--- config.mk ---
export PLATFORM = sky130hd
export DESIGN_NAME = serial_byte_loader_flat
export DESIGN_NICKNAME = d
export VERILOG_FILES = /design/src/rtl/serial_byte_loader_if.sv /design/src/rtl/serial_byte_loader.sv /design/src/flat_wrapper.sv
export SDC_FILE = /design/constraint.sdc
export NUM_CORES = 1
export LEC_CHECK = 0
export ABC_AREA = 1
export CAP_MARGIN = 0
export CORE_MARGIN = 5
export CORE_UTILIZATION = 45
export CTS_CLUSTER_SIZE = 25
export DETAILED_ROUTE_END_ITERATION = 16
export PLACE_DENSITY = 0.66
export RECOVER_POWER = 50
export REMOVE_ABC_BUFFERS = 1
export SKIP_CTS_REPAIR_TIMING = 1
export SLEW_MARGIN = 20
export SYNTH_ARGS = -nofsm -noshare
export SYNTH_HDL_FRONTEND = slang
export SYNTH_SLANG_ARGS = --single-unit
--- constraint.sdc ---
create_clock -name clk -period 1.5 [get_ports clk]
set_input_delay 0.225 -clock clk [delete_from_list [all_inputs] [get_ports clk]]
set_output_delay 0.225 -clock clk [all_outputs]
set_load 0.01 [all_outputs]
--- src/rtl/serial_byte_loader_if.sv ---
// serial_byte_loader_if
//   Bundles the serial line and the load-register side of the serial byte
//   loader so the design and its user share one connection point.
//   Signals:
//     rx_in     : serial line into the loader (idles high)
//     data_out  : last correctly received byte
//     load      : one-cycle strobe, data_out is new this cycle
//     frame_err : one-cycle strobe, stop bit was sampled low
//     busy      : a frame is in progress
//   Modports:
//     master : drives rx_in, observes the loader outputs
//     slave  : the loader itself
interface serial_byte_loader_if #(
    parameter int DATA_W = 8
);
    logic              rx_in;
    logic [DATA_W-1:0] data_out;
    logic              load;
    logic              frame_err;
    logic              busy;

    modport master (
        output rx_in,
        input  data_out,
        input  load,
        input  frame_err,
        input  busy
    );

    modport slave (
        input  rx_in,
        output data_out,
        output load,
        output frame_err,
        output busy
    );
endinterface

--- src/rtl/serial_byte_loader.sv ---
// serial_byte_loader
//   Receives a UART-style frame (start 0, DATA_W data bits LSB first,
//   stop 1) and hands each good byte to the downstream load register as
//   data_out plus a one-cycle load strobe. A low stop bit raises a
//   one-cycle frame_err instead and the loader then waits for the line to
//   return high before looking for another start bit.
//   Ports:
//     clk   : system clock, rising edge
//     reset : synchronous, active-high
//     bus   : serial_byte_loader_if.slave (rx_in, data_out, load,
//             frame_err, busy)
module serial_byte_loader #(
    parameter int CLKS_PER_BIT = 4,
    parameter int DATA_W       = 8
) (
    input  logic                 clk,
    input  logic                 reset,
    serial_byte_loader_if.slave  bus
);

    localparam int HALF = CLKS_PER_BIT / 2;
    localparam int CW   = $clog2(CLKS_PER_BIT);
    localparam int BW   = (DATA_W > 1) ? $clog2(DATA_W) : 1;

    localparam logic [CW-1:0] HALF_M1  = CW'(HALF - 1);
    localparam logic [CW-1:0] BIT_LAST = CW'(CLKS_PER_BIT - 1);
    localparam logic [BW-1:0] IDX_LAST = BW'(DATA_W - 1);

    typedef enum logic [2:0] {
        IDLE,
        START,
        DATA,
        STOP,
        WAIT_IDLE
    } state_t;

    state_t            state_q, state_d;
    logic [1:0]        sync_q;
    logic [CW-1:0]     cnt_q, cnt_d;
    logic [BW-1:0]     bit_q, bit_d;
    logic [DATA_W-1:0] shift_q, shift_d;
    logic [DATA_W-1:0] dout_q, dout_d;
    logic              load_q, load_d;
    logic              ferr_q, ferr_d;
    logic              rx_s;

    // Two-flop synchronizer; everything downstream sees rx_s only.
    assign rx_s = sync_q[1];

    always_ff @(posedge clk) begin
        if (reset) begin
            sync_q  <= 2'b11;
            state_q <= IDLE;
            cnt_q   <= '0;
            bit_q   <= '0;
            shift_q <= '0;
            dout_q  <= '0;
            load_q  <= 1'b0;
            ferr_q  <= 1'b0;
        end else begin
            sync_q  <= {sync_q[0], bus.rx_in};
            state_q <= state_d;
            cnt_q   <= cnt_d;
            bit_q   <= bit_d;
            shift_q <= shift_d;
            dout_q  <= dout_d;
            load_q  <= load_d;
            ferr_q  <= ferr_d;
        end
    end

    always_comb begin
        state_d = state_q;
        cnt_d   = cnt_q;
        bit_d   = bit_q;
        shift_d = shift_q;
        dout_d  = dout_q;
        load_d  = 1'b0;
        ferr_d  = 1'b0;

        case (state_q)
            IDLE: begin
                if (!rx_s) begin
                    state_d = START;
                    cnt_d   = '0;
                end
            end
            // Re-check the line half a bit in so a short glitch is ignored
            // and later samples land mid-bit.
            START: begin
                if (cnt_q != HALF_M1) begin
                    cnt_d = cnt_q + 1'b1;
                end else if (!rx_s) begin
                    state_d = DATA;
                    cnt_d   = '0;
                    bit_d   = '0;
                end else begin
                    state_d = IDLE;
                end
            end
            DATA: begin
                if (cnt_q != BIT_LAST) begin
                    cnt_d = cnt_q + 1'b1;
                end else begin
                    shift_d[bit_q] = rx_s;
                    cnt_d          = '0;
                    if (bit_q == IDX_LAST) begin
                        bit_d   = '0;
                        state_d = STOP;
                    end else begin
                        bit_d = bit_q + 1'b1;
                    end
                end
            end
            STOP: begin
                if (cnt_q != BIT_LAST) begin
                    cnt_d = cnt_q + 1'b1;
                end else begin
                    cnt_d = '0;
                    if (rx_s) begin
                        dout_d  = shift_q;
                        load_d  = 1'b1;
                        state_d = IDLE;
                    end else begin
                        ferr_d  = 1'b1;
                        state_d = WAIT_IDLE;
                    end
                end
            end
            // A held-low break must not look like a stream of start bits.
            WAIT_IDLE: begin
                if (rx_s) state_d = IDLE;
            end
            default: state_d = IDLE;
        endcase
    end

    assign bus.data_out  = dout_q;
    assign bus.load      = load_q;
    assign bus.frame_err = ferr_q;
    assign bus.busy      = (state_q != IDLE);

endmodule

--- src/flat_wrapper.sv ---
// flat-port wrapper written by rule: the top's interface ports become plain ports
module serial_byte_loader_flat 
#(
    parameter int CLKS_PER_BIT = 4,
    parameter int DATA_W       = 8
)
  (clk, reset, bus_rx_in, bus_data_out, bus_load, bus_frame_err, bus_busy);
  serial_byte_loader_if #(.DATA_W(DATA_W)) bus_i ();
  input  logic clk;
  input  logic reset;
  input wire logic [$bits(bus_i.rx_in)-1:0] bus_rx_in;
  output wire logic [$bits(bus_i.data_out)-1:0] bus_data_out;
  output wire logic [$bits(bus_i.load)-1:0] bus_load;
  output wire logic [$bits(bus_i.frame_err)-1:0] bus_frame_err;
  output wire logic [$bits(bus_i.busy)-1:0] bus_busy;
  assign bus_i.rx_in = bus_rx_in;
  assign bus_data_out = bus_i.data_out;
  assign bus_load = bus_i.load;
  assign bus_frame_err = bus_i.frame_err;
  assign bus_busy = bus_i.busy;
  serial_byte_loader #(.CLKS_PER_BIT(CLKS_PER_BIT), .DATA_W(DATA_W)) u_core (.clk(clk), .reset(reset), .bus(bus_i));
endmodule
* Word level (Yosys, flattened, before mapping) *
Cells that the tools add are included.

word-level totals
  register bits = 28
  bits of input ports = 3
  output and inout port bits = 11

cells by class
  add/sub/neg operators = 2
  order comparisons = 2
  eq/ne operators = 14
  mux-type cells = 23
  bitwise logic cells = 2
  reduce and logical (&&, ||, !) cells = 11

operator list
  operator             number
  $mux 3               11
  $pmux 3 s5           1
  $ne 2x2->1 const B   6
  $bwmux 8             1
  $mux 2               4
  $eq 3x2->1 const B   2
  $eq 3x3->1 const B   2
  $ne 2x1->1 const B   3
  $pmux 2 s3           1
  $pmux 3 s2           1
  $reduce_and 6->1     1
  $reduce_bool 3->1    2
  $lt 3x4->1 const B   1
  $reduce_and 4->1     1
  $add 3x1->3 const B  1
  $demux 1 s3          1
  $eq 3x1->1 const B   1
  $ge 3x1->1 const B   1
  $logic_not 3->1      1
  $mux 1               3
  $reduce_and 3->1     1
  $reduce_or 3->1      1
  $add 2x1->2 const B  1
  $not 1->1            2
  4 further kinds      4

* Depth between registers and ports, before layout *
Gate-level depths: netlist of run 1.

  depth in word-level cells = 5
  mapped depth = 10
  mapped depth without buffers = 10

* Worst setup path after synthesis of run 1 *
Ideal clock, no wire load.

  path type = flip-flop to flip-flop
  start point = register u_core.bit_q[0]
  end point = register u_core.state_q[0]
  arrival = 1.181 ns
  slack = 0.206 ns
  cell stages (with the launch flop) = 10
  clock period less this slack = 1.294 ns
  cells stage by stage = dfxtp_1 > ha_1 > ha_1 > inv_1 > nand3_1 > nand2_1 > nor2_1 > nand2_2 > nor2_1 > nor2_1

on the way
  cells in the longest elaborated chain, start to end = 3

ends and longest elaborated chain
  item                               line                       text
  start: declaration                 serial_byte_loader.sv:40   logic [BW-1:0] bit_q, bit_d;
  start signal: assignment           serial_byte_loader.sv:64   bit_q <= bit_d;
  $eq 3x3->1                         serial_byte_loader.sv:107  if (bit_q == IDX_LAST) begin
  $ne 2x1->1 (no source line)        n/a
  $reduce_and 6->1 (no source line)  n/a
  end signal: assignment             serial_byte_loader.sv:62   state_q <= state_d;
  end: declaration                   serial_byte_loader.sv:37   state_t state_q, state_d;

Every way passes these cells.
A chain may end at the register's enable or synchronous reset.

* Worst setup path in the final report of run 1 *
  start point = register u_core.dout_q[3], in the netlist u_core.bus.data_out[3]
  end point = output bus_data_out[3]

RTL lines
  item                      line                      text
  start: declaration        serial_byte_loader.sv:42  logic [DATA_W-1:0] dout_q, dout_d;
  start signal: assignment  serial_byte_loader.sv:66  dout_q <= dout_d;
  end: declaration          flat_wrapper.sv:12        output wire logic [$bits(bus_i.data_out)-1:0] bus_data_out;

No word-level cell between the ends.

==> results.sh, run 1 <==
export IMPL_area_growth_pct=18.40
export IMPL_hold_path_class="reg2reg"
export IMPL_max_slew_margin=0.8408
export IMPL_die_y_um=64.42
export IMPL_startpoint_type="register"
export IMPL_start_util=0.4750
export IMPL_setup_ws_ns=0.05863
export IMPL_postSynthAreaPerCell_um2=7.242
export IMPL_cts_buffers=3
export IMPL_synth_compound_gate_area_share=0.09953
export IMPL_critPathTopFamily="buffers and inverters"
export IMPL_gr_usage_all_layers=0.1296
export IMPL_vias_per_cell=4.927
export IMPL_setup_viol=0
export IMPL_grt_pass1_vias=1011
export IMPL_internal_power_mw=1.501
export IMPL_power_density_nw_per_um2=1558
export IMPL_syn_inst=184
export IMPL_crit_required_ns=1.27
export IMPL_ir_drop_mv=0.7227
export IMPL_io_buffers=13
export IMPL_total_power_mw=2.458
export IMPL_seq_area_frac_synth=0.4207
export IMPL_post_route_period_util=0.9609
export IMPL_drive_gt1_frac=0.1634
export IMPL_pre_cts_ws_ns=0.09039
export IMPL_max_freq_ghz=0.6938
export IMPL_clk_pin_slew_ns=0.15
export IMPL_run_status="finished clean"
export IMPL_maxSlewViolCount=0
export IMPL_insertedDiodeCount=0
export IMPL_cts_root_buf="clkbuf_4"
export IMPL_netlist_area_um2=1333
export IMPL_path_class="reg2out"
export IMPL_yosys_most_used_dff="dfxtp_1"
export IMPL_synth_seq_cells=28
export IMPL_fill_cells=284
export IMPL_worst_setup_path_end_kind="output pin"
export IMPL_cp_slowest_cell="clkdlybuf4s50_1"
export IMPL_dp_cells=228
export IMPL_route_detailed_drc=0
export IMPL_path_buf_inv=1
export IMPL_synth_fa_ha_area_frac=0.05634
export IMPL_wl_per_cell_um=10.88
export IMPL_final_cells=233
export IMPL_multi_input_area_um2=684.4
export IMPL_power_switching_share=0.3892
export IMPL_gp_congestion=0.8867
export IMPL_clock_latency_ns=0.33
export IMPL_ys_types=23
export IMPL_finClkSkew_ns=0.001105
export IMPL_fin_nets=212
export IMPL_crit_path_max_incr_delay_ns=0.53
export IMPL_grt_pass1_wl_mm=4.333
export IMPL_final_util=0.5624
export IMPL_grt_max_degree=24
export IMPL_clockBufferDepth=2
export IMPL_cts_tree="built"
export IMPL_htree_levels=1
export IMPL_drt_initial_drc_count=54
export IMPL_clkPwrFrac=0.201
export IMPL_synth_xor_area_frac=0
export IMPL_dr_total_vias=1148
export IMPL_fp_row_count=19
export IMPL_ant_nets=0
export IMPL_final_hold_viol_count=0
export IMPL_crit_fanout=2
export IMPL_register_area_um2=573.1
export IMPL_synth_edff_count=0
export IMPL_leakage_nw=0.6692
export IMPL_crit_chain="clkdlybuf4s50_1"
export IMPL_drt_pass1_iter_count=4
export IMPL_synth_top_family_by_area="simple AND/OR/NAND/NOR gates"
export IMPL_cts_sinks=28
export IMPL_synthArstFlopShare=0
export IMPL_synth_simple_area_share=0.3559
export IMPL_grt_ovfl_total=0
export IMPL_fin_crit_ns=1.441
export IMPL_core_um2=2805
export IMPL_critical_path_arrival_ns=1.22
export IMPL_drv_cap=0
export IMPL_die_width_um=64.42
export IMPL_place_hpwl_mm=1.924
export IMPL_power_switching_mw=0.9566
export IMPL_synth_warnings=0
export IMPL_ioPinCount=14
export IMPL_wl_mm=2.535
export IMPL_worstMarginPinSlew_ns=0.2363
export IMPL_combPwrFrac=0.406
export IMPL_yosys_mux_area_fraction=0
export IMPL_antenna_found_initial=0
export IMPL_dieArea_um2=4149
export IMPL_seq_power_share=0.392
## worst reg2reg max path: stages, from the launching register on
cell and delay (ns):
dfxtp_4 0.40, nor2_4 0.17, buf_4 0.14, nand2_1 0.07
inv_1 0.15, a21oi_4 0.06, nor2_4 0.14, nand2_1 0.07
nand2_1 0.06, nor2_1 0.04
## synth_stat cells (2+ instances only)
cell | number | area (um2)
ha_1 | 6 | 75.07
inv_1 | 15 | 56.30
nand2_2 | 4 | 25.02
nor2_2 | 2 | 12.51
a21oi_1 | 3 | 15.01
o21ai_0 | 18 | 90.09
nor2_1 | 47 | 176.4
nor3_1 | 10 | 50.05
or2_2 | 2 | 12.51
dfxtp_1 | 28 | 560.5
nand2_4 | 2 | 22.52
inv_2 | 2 | 7.510
buf_2 | 2 | 10.01
nand3_1 | 6 | 30.03
nand2_1 | 27 | 101.4
nor2_4 | 3 | 33.78
## layout by cell type (no fill, tap or decap), drive strengths merged
master         instances
bufinv                 1
clkinv                 1
clkbuf                 5
ha                     6
nor3                  10
dfxtp                 28
buf                    4
dlygate4sd3            1
clkdlybuf4s25          6
or2                    2
o21ai                 19
nor2                  52
a21oi                  4
nand3                  7
a31oi                  1
dlymetal6s2s           1
inv                   17
nand2                 33
clkdlybuf4s50          4
## power by group through the flow
stage / Combinational (mW) / Sequential (mW) / Clock (mW)
after global placement: 0.951 / 0.949 / 0
after CTS: 0.973 / 0.944 / 0.503
after floorplan: 0.735 / 0.959 / 0
after detailed placement: 0.967 / 0.962 / 0
final: 0.999 / 0.964 / 0.495
after global routing: 1.12 / 0.983 / 0.531
## metal layers
metal | vias up | part of all wire | GRT usage
met5 | - | 0 | 0
met4 | 0 | 0.017 | 0.05541
met3 | 6 | 0.032 | 0.03109
met2 | 18 | 0.45 | 0.2165
met1 | 506 | 0.50 | 0.1596
li1 | 618 | - | -
## path summary, 6_finish.rpt
kind,start,to,slack (ns),cells after the start
setup reg to reg,u_core.state_q[2],u_core.bit_q[0],0.13,9
setup / recovery,u_core.bus.data_out[3],bus_data_out[3],0.06,1
hold / removal,u_core.sync_q[0],u_core.sync_q[1],0.44,1
hold reg to reg,u_core.sync_q[0],u_core.sync_q[1],0.44,1
## through the flow
step                      instance area, um2  hold WS [ns]  setup TNS [ns]
after floorplan                         1311        0.2941               0
after detailed placement                1510        0.4165               0
after CTS                               1563        0.4529         -0.2607
after global routing                    1578        0.4559       -0.005025
after global placement                  1510        0.4015               0
final                                   1578        0.4414               0
## registers in the layout, indices dropped and copies added, names as in the netlist
name,count
u_core.bus.frame_err,1
u_core.shift_q,8
u_core.state_q,3
u_core.bit_q,3
u_core.bus.load,1
u_core.bus.data_out,8
u_core.cnt_q,2
u_core.sync_q,2
## kinds of logic (layout without fill, tap and decap cells)
group,count (synthesis),in the layout
AOI/OAI and AO/OA,24,24
adders and majority gates,6,6
buffers and inverters,22,40
DFF,28,28
and+or+nand+nor,104,104
## area by class of cell
cell class | count | share of cell area
Clock buffer | 3 | 0.01427
Timing Repair Buffer | 18 | 0.1015
Sequential cell | 28 | 0.3632
Clock inverter | 1 | 0.01903
Tap cell | 31 | 0.02458
Multi-Input combinational cell | 134 | 0.4338
Inverter | 18 | 0.04362
Note: power is estimated with default switching activity, not from simulation.
==> inputs of run 2 (changes only) <==
--- a/config.mk
+++ b/config.mk
@@ -6,8 +6,9 @@
 export NUM_CORES = 1
 export LEC_CHECK = 0
 export ABC_AREA = 1
+export ABC_CLOCK_PERIOD_IN_PS = 1500
 export CAP_MARGIN = 0
-export CORE_MARGIN = 5
+export CORE_MARGIN = 1
 export CORE_UTILIZATION = 45
 export CTS_CLUSTER_SIZE = 25
 export DETAILED_ROUTE_END_ITERATION = 16
==> run 2 against run 1 <==
Power down 8.6%. Critical path depth unchanged. Sequential power down 0.5%. Utilization down 0.28 points. Sequential cell count unchanged. Clock power down 41%. Global-route usage up 4.0 points. Largest power group unchanged.
==> results.sh, run 2 (synthesis gave the netlist of run 1 again) <==
export IMPL_critPathTopFamily="buffers and inverters"
export IMPL_vias_per_cell=4.918
export IMPL_register_area_um2=569.3
export IMPL_gp_congestion=0.8265
export IMPL_core_um2=2781
export IMPL_crit_required_ns=1.27
export IMPL_htree_levels=1
export IMPL_cts_sinks=28
export IMPL_dr_total_vias=1136
export IMPL_run_status="finished clean"
export IMPL_drt_initial_drc_count=33
export IMPL_post_route_period_util=0.9581
export IMPL_antenna_found_initial=0
export IMPL_max_slew_margin=0.8337
export IMPL_die_width_um=56.42
export IMPL_wl_per_cell_um=10.42
export IMPL_clock_latency_ns=0.32
export IMPL_r2r_cells=6
export IMPL_cp_slowest_cell="clkdlybuf4s50_1"
export IMPL_cts_tree="built"
export IMPL_final_util=0.5596
export IMPL_r2r_slack_ns=0.16
export IMPL_grt_pass1_wl_mm=4.416
export IMPL_crit_fanout=2
export IMPL_grt_ovfl_total=0
export IMPL_min_from="u_core.sync_q[0]"
export IMPL_layout_commonest_cell="nor2_1"
export IMPL_fp_row_count=19
export IMPL_r2r_start="u_core.state_q[0]"
export IMPL_critical_path_arrival_ns=1.21
export IMPL_clockBufferDepth=2
export IMPL_power_density_nw_per_um2=1443
export IMPL_grt_max_degree=24
export IMPL_start_util=0.4791
export IMPL_io_buffers=13
export IMPL_fin_nets=211
export IMPL_worstMarginPinSlew_ns=0.2485
export IMPL_multi_input_area_um2=681.9
export IMPL_setup_ws_ns=0.06278
export IMPL_dieArea_um2=3183
export IMPL_crit_chain="clkdlybuf4s50_1"
export IMPL_path_class="reg2out"
export IMPL_cts_buffers=3
export IMPL_final_hold_viol_count=0
export IMPL_cts_root_buf="clkbuf_4"
export IMPL_path_buf_inv=1
export IMPL_insertedDiodeCount=0
export IMPL_holdPathEnd="u_core.sync_q[1]"
export IMPL_fill_cells=266
export IMPL_finClkSkew_ns=0.01020
export IMPL_pre_cts_ws_ns=0.08585
export IMPL_worst_setup_path_end_kind="output pin"
export IMPL_fin_setup_tns_ns=0
export IMPL_area_growth_pct=16.81
export IMPL_maxSlewViolCount=0
export IMPL_drt_pass1_iter_count=4
export IMPL_ant_nets=0
export IMPL_crit_reg2reg_capture="u_core.bus.data_out[0]"
export IMPL_crit_path_max_incr_delay_ns=0.53
export IMPL_whs_path_depth=1
export IMPL_wl_mm=2.407
export IMPL_ioPinCount=14
export IMPL_setup_viol=0
export IMPL_clk_pin_slew_ns=0.14
export IMPL_place_hpwl_mm=1.779
export IMPL_gr_usage_all_layers=0.1701
export IMPL_leakage_nw=0.6650
export IMPL_hold_path_class="reg2reg"
export IMPL_fin_crit_ns=1.437
export IMPL_total_power_mw=2.246
export IMPL_ir_drop_mv=1.066
export IMPL_drive_gt1_frac=0.1600
export IMPL_startpoint_type="register"
export IMPL_grt_setup_unrepaired="no"
export IMPL_final_cell_mix="47 x nor2_1, 27 x nand2_1, 21 x dfxtp_1"
export IMPL_die_y_um=56.42
export IMPL_grt_pass1_vias=1026
export IMPL_route_detailed_drc=0
export IMPL_drv_cap=0
export IMPL_max_freq_ghz=0.6958
[run 2: changes by cell type in the layout (fill, tap and decap cells not counted)]
| cell | change |
|---|---|
| clkbuf_1 | -2 |
| dfxtp_4 | -2 |
| buf_4 | -1 |
| clkdlybuf4s50_1 | +7 |
| clkdlybuf4s25_1 | -6 |
| buf_12 | +1 |
| nor2_1 | +1 |
| nor2_2 | -1 |
| bufinv_16 | -1 |
| dfxtp_2 | +3 |
| dfxtp_1 | -1 |
[run 2: layer usage]
metal / vias up / wire, um / GRT usage
met2: 17 / 1067 / 0.2551
met4: 0 / 17 / 0.03833
met5: - / 0 / 0
met1: 507 / 1224 / 0.2453
li1: 610 / - / -
met3: 2 / 96 / 0.04378
[run 2: worst max path at each step]
stage	depth (start not counted)	endpoint	from
2_1_floorplan	9	u_core.state_q[0]	u_core.bit_q[0]
3_3_place_gp	9	u_core.state_q[0]	u_core.bit_q[1]
5_1_grt	1	bus_data_out[4]	u_core.bus.data_out[4]
3_5_place_dp	10	u_core.state_q[1]	u_core.bit_q[0]
6_report	1	bus_data_out[0]	u_core.bus.data_out[0]
4_1_cts	3	bus_busy	u_core.state_q[0]
[run 2: where the power goes]
| group | internal [mW] | total (mW) | switching (mW) |
|---|---|---|---|
| clock | 0.0940 | 0.294 | 0.200 |
| combinational | 0.384 | 0.993 | 0.610 |
| sequential | 0.843 | 0.959 | 0.116 |
| total | 1.32 | 2.25 | 0.926 |
[run 2: area by class of cell]
class	count	share of cell area
timing repair buffer	17	0.1125
multi-input combinational	134	0.4381
clock buffer	3	0.01447
tap	31	0.02492
inverter	18	0.04421
sequential	28	0.3658
[run 2: through the flow]
stage | hold WS, ns | instance area, um2 | std cells
after floorplan | 0.2941 | 1311 | 180
after global placement | 0.4063 | 1515 | 227
after detailed placement | 0.4039 | 1515 | 227
after CTS | 0.4509 | 1538 | 230
after global routing | 0.4666 | 1556 | 231
final | 0.4516 | 1556 | 231
==> inputs of run 3 (changes only) <==
--- a/config.mk
+++ b/config.mk
@@ -12,9 +12,9 @@
 export CORE_UTILIZATION = 45
 export CTS_CLUSTER_SIZE = 25
 export DETAILED_ROUTE_END_ITERATION = 16
+export GPL_TIMING_DRIVEN = 0
 export PLACE_DENSITY = 0.66
 export RECOVER_POWER = 50
-export REMOVE_ABC_BUFFERS = 1
 export SKIP_CTS_REPAIR_TIMING = 1
 export SLEW_MARGIN = 20
 export SYNTH_ARGS = -nofsm -noshare
==> run 3 against run 2 <==
Power is 9.6% higher. Wire length rose by 5.2%. Final area up 1.8%. First-iteration DRC count did not move. Die area is the same. Sequential share of layout area fell by 0.56 points. Via count increased by 1.9%. Clock-buffer cell count did not move. Non-clock buffer count rose by 1. Sequential power down 1%. Maximum frequency fell by 0.35%. Hold slack worse by 0.0081 ns. Critical path type unchanged. Largest cell class unchanged.
==> results.sh, run 3 (synthesis gave the netlist of run 1 again) <==
export IMPL_r2r_cells=5
export IMPL_htree_levels=1
export IMPL_fin_crit_ns=1.442
export IMPL_worstMarginPinSlew_ns=0.3288
export IMPL_fill_cells=270
export IMPL_drt_initial_drc_count=33
export IMPL_core_um2=2781
export IMPL_grt_ovfl_total=0
export IMPL_grt_max_degree=17
export IMPL_insertedDiodeCount=0
export IMPL_ir_drop_mv=1.062
export IMPL_crit_fanout=2
export IMPL_clkPwrFrac=0.198
export IMPL_place_hpwl_mm=1.934
export IMPL_io_buffers=13
export IMPL_dp_cells=228
export IMPL_layout_commonest_cell="nor2_1"
export IMPL_gp_congestion=0.7892
export IMPL_wl_per_cell_um=10.87
export IMPL_r2r_start="u_core.state_q[0]"
export IMPL_max_freq_ghz=0.6934
export IMPL_vias_per_cell=4.970
export IMPL_grt_setup_unrepaired="no"
export IMPL_leakage_nw=0.6739
export IMPL_critical_path_arrival_ns=1.22
export IMPL_critPathTopFamily="buffers and inverters"
export IMPL_drv_cap=0
export IMPL_cts_buffers=3
export IMPL_crit_path_max_incr_delay_ns=0.53
export IMPL_combPwrFrac=0.417
export IMPL_cts_sinks=28
export IMPL_total_power_mw=2.462
export IMPL_internal_power_mw=1.490
export IMPL_ioPinCount=14
export IMPL_final_cells=233
export IMPL_post_route_period_util=0.9615
export IMPL_crit_chain="clkdlybuf4s50_1"
export IMPL_dr_total_vias=1158
export IMPL_path_buf_inv=1
export IMPL_crit_reg2reg_capture="u_core.bus.data_out[1]"
export IMPL_fp_row_count=19
export IMPL_cts_tree="built"
export IMPL_final_cell_mix="46 x nor2_1, 26 x nand2_1, 22 x dfxtp_1"
export IMPL_ant_nets=0
export IMPL_area_growth_pct=18.87
export IMPL_hold_slack_ns=0.4435
export IMPL_path_class="reg2out"
export IMPL_die_y_um=56.42
export IMPL_start_util=0.4791
export IMPL_min_from="u_core.sync_q[0]"
export IMPL_route_detailed_drc=0
export IMPL_die_width_um=56.42
export IMPL_cp_slowest_cell="clkdlybuf4s50_1"
export IMPL_worst_setup_path_end_kind="output pin"
export IMPL_power_switching_mw=0.9718
export IMPL_r2r_slack_ns=0.14
export IMPL_crit_path_start="u_core.bus.data_out[1]"
export IMPL_clk_pin_slew_ns=0.15
export IMPL_drt_pass1_iter_count=4
export IMPL_power_density_nw_per_um2=1554
export IMPL_syn_num_nets=193
export IMPL_gr_usage_all_layers=0.1754
export IMPL_cts_root_buf="clkbuf_4"
export IMPL_max_slew_margin=0.7808
export IMPL_setup_viol=0
export IMPL_antenna_found_initial=0
export IMPL_startpoint_type="register"
export IMPL_hold_path_class="reg2reg"
export IMPL_clockBufferDepth=2
export IMPL_wl_mm=2.532
export IMPL_maxSlewViolCount=0
export IMPL_power_switching_share=0.3947
export IMPL_grt_pass1_vias=1065
export IMPL_whs_path_depth=1
export IMPL_holdPathEnd="u_core.sync_q[1]"
export IMPL_crit_required_ns=1.27
export IMPL_dieArea_um2=3183
export IMPL_seq_power_share=0.385
export IMPL_finClkSkew_ns=0.005933
export IMPL_final_hold_viol_count=0
export IMPL_drive_gt1_frac=0.1733
export IMPL_grt_pass1_wl_mm=4.485
export IMPL_fin_nets=212
export IMPL_clock_latency_ns=0.32
export IMPL_run_status="finished clean"
==> run 3: cell count changes in the layout (fill, tap and decap cells not counted), sizes merged <==
cell	before	now
bufinv	0	1
buf	4	3
clkdlybuf4s25	0	2
clkdlybuf4s50	11	9
clkbuf	3	5
==> run 3: power groups by stage <==
stage	clock network, mW	registers (mW)	logic, mW
2_1_floorplan	0	0.933	0.783
6_report	0.487	0.948	1.03
3_3_place_gp	0	0.954	0.941
3_5_place_dp	0	0.956	0.976
5_1_grt	0.528	0.965	1.16
4_1_cts	0.508	0.940	0.981
==> run 3: worst max path at each step <==
stage / end / slack, ns / cells after the start
after floorplan: u_core.state_q[0] / 0.21 / 9
final: bus_data_out[1] / 0.06 / 1
after detailed placement: u_core.bus.data_out[4] / -0.02 / 5
after global routing: bus_data_out[1] / 0.001 / 1
after CTS: bus_busy / -0.27 / 4
after global placement: u_core.bus.data_out[5] / 0.01 / 5
==> run 3: layer usage <==
layer  global-route usage  vias to the layer above  wire length, um
met5                    0                        -                0
met4              0.05226                        0               17
met3              0.03456                        2               67
met2               0.2959                       13             1213
met1               0.2266                      526             1234
li1                     -                      617                -
==> run 3: final cells by class <==
| class | count | area [um2] | share of cell area |
|---|---|---|---|
| repair buffers | 14 | 140.1 | 0.08847 |
| well taps | 31 | 38.79 | 0.02449 |
| flip-flops and latches | 28 | 570.5 | 0.3602 |
| plain buffers | 4 | 21.27 | 0.01343 |
| clock buffers | 3 | 22.52 | 0.01422 |
| clock inverters | 1 | 30.03 | 0.01896 |
| multi-input cells | 134 | 691.9 | 0.4368 |
| inverters | 18 | 68.82 | 0.04344 |
==> run 3: metrics by stage <==
stage	cell area (um2)	setup slack, ns	TNS, ns	utilization
global placement	1501	0.01144	0	0.5398
CTS	1554	-0.2694	-0.2694	0.5587
finish	1584	0.05779	0	0.5695
detailed placement	1501	-0.02005	-0.03578	0.5398
global route	1584	0.001219	0	0.5695
floorplan	1333	0.2064	0	-
